===== config.mk =====
export PLATFORM = sky130hd
export DESIGN_NAME = wishbone_addr_demux1to3
export DESIGN_NICKNAME = d
export VERILOG_FILES = /design/src/rtl/wishbone_addr_demux1to3.sv
export SDC_FILE = /design/constraint.sdc
export NUM_CORES = 1
export LEC_CHECK = 0
export CAP_MARGIN = 30
export CORE_AREA = 10 10 102 104
export CTS_BUF_LIST = sky130_fd_sc_hd__clkbuf_8
export DETAILED_ROUTE_END_ITERATION = 6
export DIE_AREA = 0 0 112 114
export PLACE_DENSITY = 0.81
export REMOVE_ABC_BUFFERS = 1
export SETUP_SLACK_MARGIN = 0.1
export SLEW_MARGIN = 10
export SYNTH_ARGS = -nofsm -noshare
export SYNTH_HDL_FRONTEND = slang
export SYNTH_SLANG_ARGS = --single-unit

===== constraint.sdc =====
create_clock -name clk -period 3.55 [get_ports clk]
set_input_delay 1.065 -clock clk [delete_from_list [all_inputs] [get_ports clk]]
set_output_delay 1.065 -clock clk [all_outputs]
set_load 0.02 [all_outputs]

===== src/rtl/wishbone_addr_demux1to3.sv =====
// Wishbone 1-master to 3-slave address router.
// Decodes the address once per cycle, holds the target, and terminates unmapped or stalled cycles with an error.
module wishbone_addr_demux1to3 #(
    parameter int ADDR_W = 32,
    parameter int DATA_W = 32,
    parameter int SEL_W  = DATA_W / 8,
    parameter logic [ADDR_W-1:0] BASE0 = 32'h0000_0000,
    parameter logic [ADDR_W-1:0] BASE1 = 32'h0000_1000,
    parameter logic [ADDR_W-1:0] BASE2 = 32'h0000_2000,
    parameter logic [ADDR_W-1:0] MASK0 = 32'hFFFF_F000,
    parameter logic [ADDR_W-1:0] MASK1 = 32'hFFFF_F000,
    parameter logic [ADDR_W-1:0] MASK2 = 32'hFFFF_F000,
    parameter int TIMEOUT = 255
) (
    input  logic                  clk,
    input  logic                  rst,
    input  logic                  m_cyc,
    input  logic                  m_stb,
    input  logic                  m_we,
    input  logic [ADDR_W-1:0]     m_addr,
    input  logic [DATA_W-1:0]     m_dat_o,
    input  logic [SEL_W-1:0]      m_sel,
    output logic [DATA_W-1:0]     m_dat_i,
    output logic                  m_ack,
    output logic                  m_err,
    output logic [2:0]            s_cyc,
    output logic [2:0]            s_stb,
    output logic                  s_we,
    output logic [ADDR_W-1:0]     s_addr,
    output logic [DATA_W-1:0]     s_dat_o,
    output logic [SEL_W-1:0]      s_sel,
    input  logic [2:0]            s_ack,
    input  logic [3*DATA_W-1:0]   s_dat_i
);

    typedef enum logic [1:0] {
        IDLE,
        ACTIVE,
        ERROR
    } state_t;

    localparam logic [7:0] TO_CNT = 8'(TIMEOUT);

    state_t state, state_n;
    logic [1:0] sel_idx, sel_idx_n;
    logic [7:0] cnt, cnt_n;

    logic [2:0]        hit;
    logic              hit_any;
    logic [1:0]        hit_idx;
    logic              sel_ack;
    logic [DATA_W-1:0] sel_dat;
    logic [2:0]        sel_oh;
    logic              expire;

    assign s_we    = m_we;
    assign s_addr  = m_addr;
    assign s_dat_o = m_dat_o;
    assign s_sel   = m_sel;

    assign hit[0]  = (m_addr & MASK0) == BASE0;
    assign hit[1]  = (m_addr & MASK1) == BASE1;
    assign hit[2]  = (m_addr & MASK2) == BASE2;
    assign hit_any = |hit;

    // Lowest index wins when windows overlap
    always_comb begin
        hit_idx = 2'd2;
        if (hit[0]) begin
            hit_idx = 2'd0;
        end else if (hit[1]) begin
            hit_idx = 2'd1;
        end
    end

    always_comb begin
        sel_ack = s_ack[2];
        sel_dat = s_dat_i[2*DATA_W +: DATA_W];
        sel_oh  = 3'b100;
        unique case (sel_idx)
            2'd0: begin
                sel_ack = s_ack[0];
                sel_dat = s_dat_i[0 +: DATA_W];
                sel_oh  = 3'b001;
            end
            2'd1: begin
                sel_ack = s_ack[1];
                sel_dat = s_dat_i[DATA_W +: DATA_W];
                sel_oh  = 3'b010;
            end
            default: begin
                sel_ack = s_ack[2];
                sel_dat = s_dat_i[2*DATA_W +: DATA_W];
                sel_oh  = 3'b100;
            end
        endcase
    end

    // An ack on the expiry cycle still completes the transfer normally
    assign expire = m_cyc && !sel_ack && (cnt == TO_CNT);

    always_comb begin
        state_n   = state;
        sel_idx_n = sel_idx;
        cnt_n     = cnt;
        m_ack     = 1'b0;
        m_err     = 1'b0;
        m_dat_i   = '0;
        s_cyc     = 3'b000;
        s_stb     = 3'b000;
        unique case (state)
            IDLE: begin
                if (m_cyc && m_stb) begin
                    if (hit_any) begin
                        sel_idx_n = hit_idx;
                        cnt_n     = 8'd0;
                        state_n   = ACTIVE;
                    end else begin
                        state_n = ERROR;
                    end
                end
            end
            ACTIVE: begin
                m_ack = sel_ack;
                if (sel_ack) begin
                    m_dat_i = sel_dat;
                end
                if (!expire) begin
                    s_cyc = sel_oh & {3{m_cyc}};
                    s_stb = sel_oh & {3{m_stb}};
                end
                if (sel_ack) begin
                    state_n = IDLE;
                end else if (!m_cyc) begin
                    state_n = IDLE;
                end else if (expire) begin
                    state_n = ERROR;
                end else if (cnt != 8'hFF) begin
                    cnt_n = cnt + 8'd1;
                end
            end
            ERROR: begin
                m_err   = 1'b1;
                state_n = IDLE;
            end
            default: begin
                state_n = IDLE;
            end
        endcase
    end

    always_ff @(posedge clk) begin
        if (rst) begin
            state   <= IDLE;
            sel_idx <= 2'd0;
            cnt     <= 8'd0;
        end else begin
            state   <= state_n;
            sel_idx <= sel_idx_n;
            cnt     <= cnt_n;
        end
    end

endmodule


==> summary.txt <==
Placement
  – Post-DP HPWL: between 10,000 and 15,000 µm
  – I/O Buffers: 182
  – Routability cong.: between 0.9 and 1

Floorplanning
  – Initial Util: 25.27%
  – Core area: roughly 0.0085 mm²
  – I/O pin total: 281
  – Core Rows: 34
  – Die Span Y: approximately 110 µm
  – Die width: 112 µm
  – Full die area: approximately 0.013 mm²

GRT
  – Gr usage total: a little over a fifth
  – Antenna violations before repair: 1
  – Remaining Overflow, GRT: 0
  – Global-route wire length before repair: approximately 20,000 µm
  – Vias in the first global route: between 2,000 and 3,000
  – Largest net degree at the start of global routing: 37

Critical path
  – Required @ worst endpoint: ~2.5 ns
  – Critical Path Fanout Max: 3
  – Crit start category: input pin
  – CP arrival: ~2.4 ns
  – Crit. End Element: output pin
  – Crit Path Class: input pin to output pin
  – FF-to-FF path depth: 6

Routing
  – Drt initial violations: roughly 170
  – Drt drc: 0
  – Final ANT Viol Nets: 0
  – Via count: roughly 2,700
  – Via-per-instance ratio: just over 5
  – DR WL/cell: around 28 µm
  – Final WL: about 15,000 µm
  – First-pass DRT Iterations: 4

Layout
  – Layout cell share with drive strength beyond 1: between 10% and 20%
  – Filler cell count: around 850
  – NumNets Final: ~600
  – N_diodes: 0
  – Layout area overhead: 65.50%

Synth
  – Main synth FF type: dfxtp_1
  – Cell taking the most area after synthesis: buf_4
  – Cell Area, Synth: about 0.0021 mm²
  – Number of synthesized register bits: 12
  – Warnings from Yosys: 0
  – Post-synthesis instance total: 320
  – Most numerous cell in the Yosys netlist: nor2_1
  – Commonest cells in the netlist: 78 x nor2_1, 70 x buf_4, 33 x a21oi_1, 33 x mux2i_1, 12 x dfxtp_1
  – Post-synthesis cell type count: 43
  – Post-synth EDFFs: 0
  – Synth top area cells: buf_4 25%, mux2i_1 15%, nor2_1 14%, dfxtp_1 11%, a21oi_1 7.7%
  – Register area share after synthesis: about 11%
  – Post-synth top area share: about a quarter
  – Post-synth ARST share: 0%
  – Synthesized area per cell: between 6 and 7 µm²

Power
  – Max IR drop VDD: around 0.00017 V
  – PwrDens: 138.5 mW/mm²
  – Lkg Pwr: 1.393 nW

Clock network
  – TritonCTS clock tree: built
  – TritonCTS Sinks: 12
  – Clock transition at the registers of the reported paths: 0.05 ns
  – Deepest clock path buffer count: 2
  – CTS buffer count: 3
  – Skew-Pair Late Insertion Delay: around 0.24 ns
  – Post-CTS Hold Buffers: 0
  – Post-CTS Setup Bufs: 0
  – Root buf cell: clkbuf_8
  – H-tree depth: 1

Timing
  – Fin Hold WS: 0.5223 ns
  – Slew Viols, Final: 0
  – Period Utilization, post-route: between 90 and 100%
  – Layout Skew: 0.004269 ns
  – Fin. Hold Viols: 0
  – Worst slew margin: 64.18%
  – Highest Clock Rate: ~0.29 GHz
  – Worst slew pin tran: roughly 0.53 ns
  – Final Setup Violations: 0
  – Final setup TNS: 0 ns
  – Min Tclk post-route: roughly 3.4 ns
  – RSZ-0062 raised after global routing: true

Status
  – Status: completed

Flow run
  – Maximum Capacitance Violations: 0

Hold path
  – Hold Path Class: flip-flop to flip-flop
  – Hold Path Depth: 1
[worst max-delay path, cell delays in order]
cell             delay, ns
clkdlybuf4s50_1       0.45
nand2_1               0.09
o2111a_2              0.19
nand2_1               0.09
nand3_2               0.11
nor3_2                0.19
buf_4                 0.17
[layout by cell type, fill, tap and decap left out, types with 3 or more instances in the layout]
| cell type | count |
|---|---|
| clkdlybuf4s50_1 | 141 |
| nor2_1 | 77 |
| mux2i_1 | 33 |
| a21oi_1 | 33 |
| buf_4 | 24 |
| buf_2 | 20 |
| nand2_1 | 10 |
| dfxtp_1 | 10 |
| inv_1 | 7 |
| and3_1 | 5 |
| nand3_1 | 5 |
| nor3_1 | 5 |
| o21ai_0 | 5 |
| nor2b_1 | 3 |
| nor3_2 | 3 |
| or4_1 | 3 |
| a221o_1 | 3 |
| clkbuf_8 | 3 |
[state kept, by name (all words and copies together) (netlist names)]
| register | cells |
|---|---|
| sel_idx | 2 |
| cnt | 8 |
| state | 2 |
[report_power, final]
group | total (W) | internal [W] | leakage (nW) | switching, W
registers | 0.000136 | 0.000135 | 0.0978 | 0.00000100
logic | 0.000229 | 0.000156 | 1.27 | 0.0000728
clock network | 0.000125 | 0.0000748 | 0.0216 | 0.0000502
[area by class of cell]
class                   instances  area [µm²]  share of cell area (%)
well taps                     108       135.1                   3.816
repair buffers                190        1760                   49.72
flip-flops and latches         12       242.7                   6.855
clock buffers                   3       41.29                   1.166
inverters                       7       26.28                  0.7420
multi-input cells             217        1335                   37.70
[metrics by stage]
step | worst slack, ns | power [W] | std cells | utilization [%] | cell area [µm²]
floorplan | -0.3945 | 0.0001752 | 236 | - | 1560
global placement | -0.5006 | 0.0003617 | 534 | 42.58 | 3605
detailed placement | -0.4910 | 0.0003668 | 534 | 42.58 | 3605
CTS | 0.1181 | 0.0004928 | 537 | 41.32 | 3498
global route | 0.07232 | 0.0005119 | 537 | 41.83 | 3541
finish | 0.1313 | 0.0004906 | 537 | 41.83 | 3541
[path summary, 6_finish.rpt]
check	from	endpoint	slack (ns)
setup / recovery	s_ack[2]	s_stb[0]	0.13
hold / removal	cnt[1]	cnt[1]	0.52
setup reg to reg	sel_idx[0]	cnt[0]	1.44
hold reg to reg	cnt[1]	cnt[1]	0.52
[cell families after synthesis]
logic type | Yosys count | share of synthesized area, %
flip-flops | 12 | 11.23
AND/OR/NAND/NOR | 125 | 26.90
buffers and inverters | 91 | 28.30
multiplexers | 34 | 15.97
adder cells (fa/ha/maj) | 1 | 0.5847
AO/OA/AOI/OAI | 57 | 17.02
[per-layer routing]
metal	global-route usage (%)	vias to the layer above	part of all wire, %
met2	41.41	216	54
met1	15.41	1211	26
li1	-	1259	-
met4	4.484	4	1.9
met3	17.27	19	17
met5	4.314	-	0.60
[repair_timing]
| item | CTS | global route |
|---|---|---|
| gates cloned | 0 | 0 |
| endpoints found under the hold margin | 0 | 0 |
| pin swaps | 3 | 0 |
| setup endpoints to repair | 39 | 34 |
| resized for setup | 171 | 17 |
(Power assumes the default switching activity.)
